===== src/rtl/ndwire_scheduler_dataless.sv =====
// Run/sleep gate for dataless handshake channels.
// LFSR-driven release and grant, capped runner count, starvation bound.
module ndwire_scheduler_dataless #(
  parameter int          NUM_CHANNELS = 4,
  parameter int          MAX_RUNNING  = 2,
  parameter int          MAX_SLEEP    = 7,
  parameter logic [15:0] LFSR_SEED    = 16'hACE1
) (
  input  logic                    clk,
  input  logic                    rst,
  input  logic                    en,
  input  logic [NUM_CHANNELS-1:0] ins_valid,
  output logic [NUM_CHANNELS-1:0] ins_ready,
  output logic [NUM_CHANNELS-1:0] outs_valid,
  input  logic [NUM_CHANNELS-1:0] outs_ready,
  output logic [NUM_CHANNELS-1:0] running
);

  localparam int N  = NUM_CHANNELS;
  localparam int CW = $clog2(MAX_SLEEP + 1);
  localparam int PW = (N > 1) ? $clog2(N) : 1;

  localparam logic SLEEPING = 1'b0;
  localparam logic RUNNING  = 1'b1;

  logic [N-1:0]  run_q, run_d;
  logic [CW-1:0] cnt_q [N];
  logic [CW-1:0] cnt_d [N];
  logic [PW-1:0] rr_q, rr_d;
  logic [15:0]   lfsr_q, lfsr_d;

  logic [N-1:0]  fire;
  logic [N-1:0]  rel;
  logic [N-1:0]  grant;

  assign outs_valid = ins_valid & run_q;
  assign ins_ready  = outs_ready & run_q;
  assign running    = run_q;

  always_comb begin
    int remain;
    int free;
    int ng;
    int last;
    int idx;
    logic hit;
    fire   = ins_valid & outs_ready & run_q;
    rel    = fire & lfsr_q[N-1:0];
    remain = 0;
    for (int i = 0; i < N; i++) begin
      remain += int'(run_q[i] & ~rel[i]);
    end
    free  = MAX_RUNNING - remain;
    grant = '0;
    ng    = 0;
    last  = 0;
    idx   = 0;
    hit   = 1'b0;
    // First N slots scan urgent sleepers, next N scan lucky ones.
    if (en) begin
      for (int k = 0; k < 2 * N; k++) begin
        idx = (int'(rr_q) + k) % N;
        if (k < N) begin
          hit = (cnt_q[idx] == CW'(MAX_SLEEP));
        end else begin
          hit = lfsr_q[8 + idx];
        end
        if (hit && run_q[idx] == SLEEPING && !grant[idx] && ng < free) begin
          grant[idx] = 1'b1;
          ng         = ng + 1;
          last       = idx;
        end
      end
    end
    run_d = (run_q & ~rel) | grant;
    for (int i = 0; i < N; i++) begin
      cnt_d[i] = cnt_q[i];
      if (rel[i] || grant[i]) begin
        cnt_d[i] = '0;
      end else if (run_q[i] == SLEEPING && cnt_q[i] != CW'(MAX_SLEEP)) begin
        cnt_d[i] = cnt_q[i] + CW'(1);
      end
    end
    rr_d   = (ng > 0) ? PW'((last + 1) % N) : rr_q;
    lfsr_d = {lfsr_q[0] ^ lfsr_q[2] ^ lfsr_q[3] ^ lfsr_q[5],
              lfsr_q[15:1]};
  end

  always_ff @(posedge clk or negedge rst) begin
    if (!rst) begin
      run_q  <= {N{SLEEPING}};
      rr_q   <= '0;
      lfsr_q <= LFSR_SEED;
      for (int i = 0; i < N; i++) begin
        cnt_q[i] <= '0;
      end
    end else begin
      run_q  <= run_d;
      rr_q   <= rr_d;
      lfsr_q <= lfsr_d;
      for (int i = 0; i < N; i++) begin
        cnt_q[i] <= cnt_d[i];
      end
    end
  end

endmodule


===== config.mk =====
export PLATFORM = sky130hd
export DESIGN_NAME = ndwire_scheduler_dataless
export DESIGN_NICKNAME = d
export VERILOG_FILES = /design/src/rtl/ndwire_scheduler_dataless.sv
export SDC_FILE = /design/constraint.sdc
export NUM_CORES = 1
export LEC_CHECK = 0
export BUFFER_PORTS_ARGS = -buffer_cell sky130_fd_sc_hd__buf_4
export CAP_MARGIN = 20
export CORE_MARGIN = 2
export CORE_UTILIZATION = 40
export DETAILED_ROUTE_END_ITERATION = 10
export PLACE_DENSITY = 0.53
export SETUP_SLACK_MARGIN = 0.1
export SYNTH_ARGS = -nofsm -noshare
export SYNTH_HDL_FRONTEND = slang
export SYNTH_SLANG_ARGS = --single-unit

===== constraint.sdc =====
create_clock -name clk -period 31.6 [get_ports clk]
set_clock_uncertainty 0.1 [all_clocks]
set_input_delay 6.32 -clock clk [delete_from_list [all_inputs] [get_ports clk]]
set_output_delay 6.32 -clock clk [all_outputs]
set_load 0.05 [all_outputs]

[Word level (Yosys, flattened, before mapping)]
Index checks and enable logic that the tools add are counted.
Storage, ports and cells
  register bits after elaboration: 34
  bits of input ports: 11
Operators by class
  $add $sub $neg: 27
  magnitude comparators: 33
  equal/unequal tests: 8
  muxes and demuxes: 143
  bitwise logic cells: 49
  reductions and logical operators: 59
Operators by type and width (count)
  $mux W32: 15
  $add A32 B2 Y32 const B: 7
  $lt A32 B32 Y1: 7
  $and A1 B32 Y32: 4
  $ge A32 B3 Y1 const B: 4
  $not A1 Y32: 4
  $add A32 B32 Y32: 3
  $not A32 Y32: 3
  $mux W4: 16
  $mux W1: 55
  $mux W3: 16
  $logic_and A1 B1 Y1: 36
  $bmux W1 S2: 16
  $gt A32 B1 Y1 const B: 1
  $lt A1 B32 Y1 const A: 1
  $not A2 Y32: 1
  $or A4 B4 Y4: 8
  $sub A3 B32 Y32 const A: 1
  $lt A3 B4 Y1 const B: 7
  $add A5 B3 Y6 const A: 4
  $and A4 B4 Y4: 6
  $bmux W3 S2: 4
  $lt A6 B6 Y1 const B: 4
  $ge A3 B1 Y1 const B: 7
  18 further kinds: 89

[Logic depth before layout (Yosys ltp)]
  depth in word-level cells: 71
  mapped depth: 67
  mapped depth without buffers: 62

[Worst setup path before layout]
OpenSTA, ideal clock, no wires.
  path type: input port to flip-flop
  from: input port ins_valid[1]
  to: register rr_q[1]
  arrival time: 18824 ps
  setup slack: 12551 ps
  cell stages on the path: 63
  path buffers: 4
  cell sequence: nand3_1 nand2_1 fa_1 ha_1 ha_1 mux2i_1 nor3_1 and2_1 buf_4 inv_2 ha_1 nand2b_1 a2111oi_2 o21ai_0 a31oi_4 a211o_1 nor2_1 a21oi_1 [27 not listed] o21a_1 nor3_2 and3b_1 buf_4 xnor2_1 inv_1 ha_1 a21oi_1 nor2b_1 o21ai_0 nor4bb_1 and3_1 a222oi_1 o2bb2ai_2 nor2_4 o221ai_1 o21ai_2 mux2_2
Between the ends
  cells in the longest elaborated chain, start to end: 70
  elaborated cells on any way between the ends: 114
  classes of those cells: 12 x add/sub; 9 x order compare; 60 x mux; 11 x bitwise; 22 x reduce/logical
Ends and longest elaborated chain
  start, declared: line 12  | input logic [NUM_CHANNELS-1:0] ins_valid,
  $and A4 B4 Y4 (*) (2 in series): line 47  | fire = ins_valid & outs_ready & run_q;
  $and A4 B4 Y4 (*): line 48  | rel = fire & lfsr_q[N-1:0];
  $not A1 Y32 (*): line 51  | remain += int'(run_q[i] & ~rel[i]);
  $and A1 B32 Y32 (*): line 51
  $add A32 B32 Y32 (*) (3 in series): line 51
  $sub A3 B32 Y32 (*): line 53  | free = MAX_RUNNING - remain;
  branches (longest 61 deep; another with $lt A1 B32 Y1)
  end signal, assigned: line 99  | rr_q <= rr_d;
  end, declared: line 29  | logic [PW-1:0] rr_q, rr_d;
Every way passes the cells marked *. The select of a mux whose other input is x is not followed.
A chain may end at the register's enable or synchronous reset.

[Final worst setup path]
  from: input port ins_valid[2]
  to: register rr_q[1]
Between the ends
  cells in the longest elaborated chain, start to end: 69
  elaborated cells on any way between the ends: 113
  classes of those cells: 11 x add/sub; 9 x order compare; 60 x mux; 11 x bitwise; 22 x reduce/logical
Ends and longest elaborated chain (line)
  $and A4 B4 Y4 (*) (2 in series): 47
  $and A4 B4 Y4 (*): 48
  $not A1 Y32 (*): 51
  $and A1 B32 Y32 (*): 51
  $add A32 B32 Y32 (*) (2 in series): 51
  $sub A3 B32 Y32 (*): 53
  branches (longest 61 deep; another with $lt A1 B32 Y1)
Marked as above.

==> parameters.txt <==
Parameter                              Value

GRT
  Wire length of the first global-routing pass ... 17.6 mm
  Total track usage ... 20.1%
  Antenna violations before repair ... 0
  Maximum number of pins on one net before global-route repair ... 35
  Remaining global-route overflow ... 0
  Busiest layer in global routing ... met2
  Vias in the first global route ... 3383
  Global-route track usage on met1 ... 28.4%
  Met2 usage ... 32.0%
  Met3 usage in global routing ... 2.33%

Die
  Top Ports ... 23
  Number of core rows ... 36
  Die ar. ... 10800 um2
  Die Width ... 104 um
  Initial Util ... 40.9%
  Height of the die ... 104 um
  Std-Cell Core Area ... 9730 um2

Power and ir drop
  Maximum VDD drop ... 0.0578 mV
  Register share of total power ... 16.4%
  Fraction of power spent switching nets ... 55.0%
  Leakage power total ... 1.84 nW
  Psw ... 0.000232 W
  Power share of the combinational group ... 75.8%
  Clock share of power ... 7.8%
  Internal portion of total power ... 0.000190 W
  Power density over cell area ... 97.9 nW/um2

Detailed routing
  Count of antenna-violating nets left after detailed routing ... 0
  Number of detailed-routing iterations run before antenna repair ... 5
  Routed vias/inst ... 5.99
  Average detailed-routed wire length per instance ... 17.8 um
  DRC violations left ... 0
  Drt initial violations ... 235
  DRT Wirelength ... 10.5 mm
  Total vias in the final route ... 3548

Critical path
  Critical path peak fanout ... 15
  Critical-path top delay cell ... sky130_fd_sc_hd__a2111oi_0
  Req. time, crit path ... 31.66 ns
  Start-to-end type of the worst setup path ... in2reg
  Launch instance of the worst register-to-register path ... rr_q[0]
  CP most frequent cell ... sky130_fd_sc_hd__ha_1
  Critical path endpoint category ... flop
  Worst Path Arrival ... 21.74 ns
  Worst setup path startpoint ... ins_valid[2]
  Crit-path max cell delay ... 0.71 ns
  Critical path launch point type ... input pin

Logic synthesis
  Combined area of all synthesized cells ... 3980 um2
  Mapped Cells ... 447
  Yosys warnings ... 0
  Fraction of registers with async set/reset ... 100%
  Most used flip-flop cell after synthesis ... sky130_fd_sc_hd__dfrtp_1
  Sequential fraction of the synthesis area ... 21.6%
  Number of distinct library cells after synthesis ... 83
  Average instance area after synthesis ... 8.90 um2
  Flops & latches, synth ... 34
  Fraction of post-synthesis cell area in the top cell type by area ... 16.4%
  Synth area leader ... sky130_fd_sc_hd__dfrtp_1
  Top cells by area, synth ... sky130_fd_sc_hd__dfrtp_1 (16%), sky130_fd_sc_hd__ha_1 (14%), sky130_fd_sc_hd__mux4_2 (6.2%), sky130_fd_sc_hd__dfstp_2 (5.3%), sky130_fd_sc_hd__nand2_1 (4.2%)
  EDFF count, synth ... 0

STA
  Count of final setup violators ... 0
  Period utilisation layout ... 68.6%
  Post-Route Hold Slack ... 0.259 ns
  Worst slew slack as a fraction of its limit ... 45.2%
  Final min period ... 21.68 ns
  Count of final max-slew check failures ... 0
  RSZ-0062 raised after global routing ... false
  Highest achievable clock rate ... 0.0461 GHz
  Final count of hold timing violations ... 0
  Transition at the pin with the smallest max-transition slack ... 0.818 ns
  Total negative slack ... 0 ns

CTS
  Cts bufs inserted ... 5
  CTS resizes ... 0
  Clock tree from TritonCTS ... built
  Clk slew on worst S/H paths ... 0.07 ns
  Clock Root Buffer ... sky130_fd_sc_hd__clkbuf_8
  Buffer count from post-CTS setup fixing ... 0
  Hold buffers post-CTS ... 0
  Number of sinks driven by the clock tree ... 34
  Buffers from clock root to sink, at most ... 2
  Clock latency of the later-clocked register in the worst-skew pair ... 0.28 ns
  Depth of the CTS H-tree ... 2

Min path
  Start point of the worst hold path ... lfsr_q[6]
  Kind of path behind the tightest hold check ... reg2reg

Placement
  GPL Wtd Cong ... 0.841
  Half-perimeter wire length of the detailed placement result ... 8.00 mm
  Number of port buffers ... 22
  Placed cell count ... 583

Final layout
  Fraction of final layout cells with drive strength greater than 1 ... 17.0%
  Net count of the finished layout ... 513
  Syn-to-layout area delta ... 8.18%
  Share of the core filled with cells in the final layout ... 44.2%
  Non-filler cells in the finished layout ... 592
  Fill cell count ... 992
  Area used by multi-input combinational logic ... 2940 um2
  Area occupied by registers ... 861 um2

Outcome
  Run status ... finished, final reports clean

Flow run
  Max-capacitance violation count ... 0
## final timing paths
kind | to | slack, ns | cells after the start
max | rr_q[1] | 9.92 | 62
min | lfsr_q[5] | 0.26 | 0
max reg2reg | rr_q[1] | 14.86 | 60
min reg2reg | lfsr_q[5] | 0.26 | 0
max in group asynchronous | lfsr_q[0] | 25.18 | 1
min in group asynchronous | lfsr_q[14] | 5.88 | 1
## cells by family after synthesis
kind of cell               share of synthesized area (%)
other                                             0.0942
DFF                                                 21.6
and+or+nand+nor                                     19.8
adders and majority gates                           14.3
xor gates and xnor gates                            3.49
muxes                                               9.15
AOI/OAI and AO/OA                                   26.8
buffers and inverters                               4.69
## final cells by class
cell class | instances | share of cell area (%)
well taps | 133 | 3.87
diodes | 1 | 0.0581
inverters | 17 | 1.48
clock buffers | 7 | 2.01
clock inverters | 1 | 0.116
multi-input cells | 375 | 68.3
repair buffers | 24 | 4.19
flip-flops and latches | 34 | 20.0
## Yosys cell counts, drive strengths merged, types with 3 or more instances
cell type  instances
mux4              11
o21a               3
a221o              5
a22o               3
o22ai              5
nand2b             8
a21boi            10
a21oi             16
xnor2              8
and3               4
nor3b              4
xor2               7
dfrtp             26
a2111oi            3
mux2               5
o21ai             31
o22a               3
nand2             44
dfstp              8
a2bb2oi            3
a211o              3
a211oi            12
nor4               5
nor2b              4
nand4              4
clkbuf            13
a21o               3
a32oi              4
and2              15
o211ai             5
nand3             12
inv               17
a31oi              6
or2                3
nor2              26
ha                44
nor3              17
buf               10
mux2i              6
## critical path, delay by kind of cell
family,cells,cell delay (ns)
AOI/OAI and AO/OA,22,5.71
and+or+nand+nor,21,4.42
adders and majority gates,9,2.95
muxes,5,1.64
xor gates and xnor gates,2,0.39
buffers and inverters,3,0.29
## cell usage in the layout, fill, tap and decap left out, drive strengths merged, types with 4 or more instances in the layout
cell and n:
inv 17, buf 24, a211oi 12, o22ai 5
nor4 5, and3 4, a32oi 4, a31oi 6
nor2b 4, a21oi 16, nor3 17, mux2 5
xnor2 8, a21boi 10, mux2i 6, and2 15
dfstp 8, mux4 11, nor3b 4, a221o 5
dfrtp 26, nand2 44, nor2 26, nand3 12
nand2b 8, o21ai 31, xor2 7, ha 44
clkbuf 7, o211ai 5, nand4 4
## registers in the layout, indices dropped and copies added (netlist names)
signal,flops
rr_q,2
cnt_q,12
lfsr_q,16
running,4
## per-stage QoR
stage               worst slack [ns]  power [W]  instance area (um2)
detailed placement              9.84   0.000386                 4210
global placement                9.91   0.000381                 4210
CTS                            10.09   0.000420                 4300
floorplan                      12.55   0.000309                 3990
finish                          9.92   0.000422                 4300
global route                    8.64   0.000464                 4300
## power groups by stage
stage | Sequential (W) | Combinational (W) | Clock (W)
global route | 0.0000716 | 0.000356 | 0.0000362
finish | 0.0000693 | 0.000319 | 0.0000329
detailed placement | 0.0000699 | 0.000316 | 0
global placement | 0.0000691 | 0.000312 | 0
CTS | 0.0000692 | 0.000316 | 0.0000342
floorplan | 0.0000746 | 0.000234 | 0
## per-layer routing
layer	vias to the layer above	part of all wire [%]
li1	1714	-
met1	1717	48
met2	101	46
met3	16	4.4
met4	0	1.8
met5	-	0
Note: power is estimated with default switching activity, not from simulation.
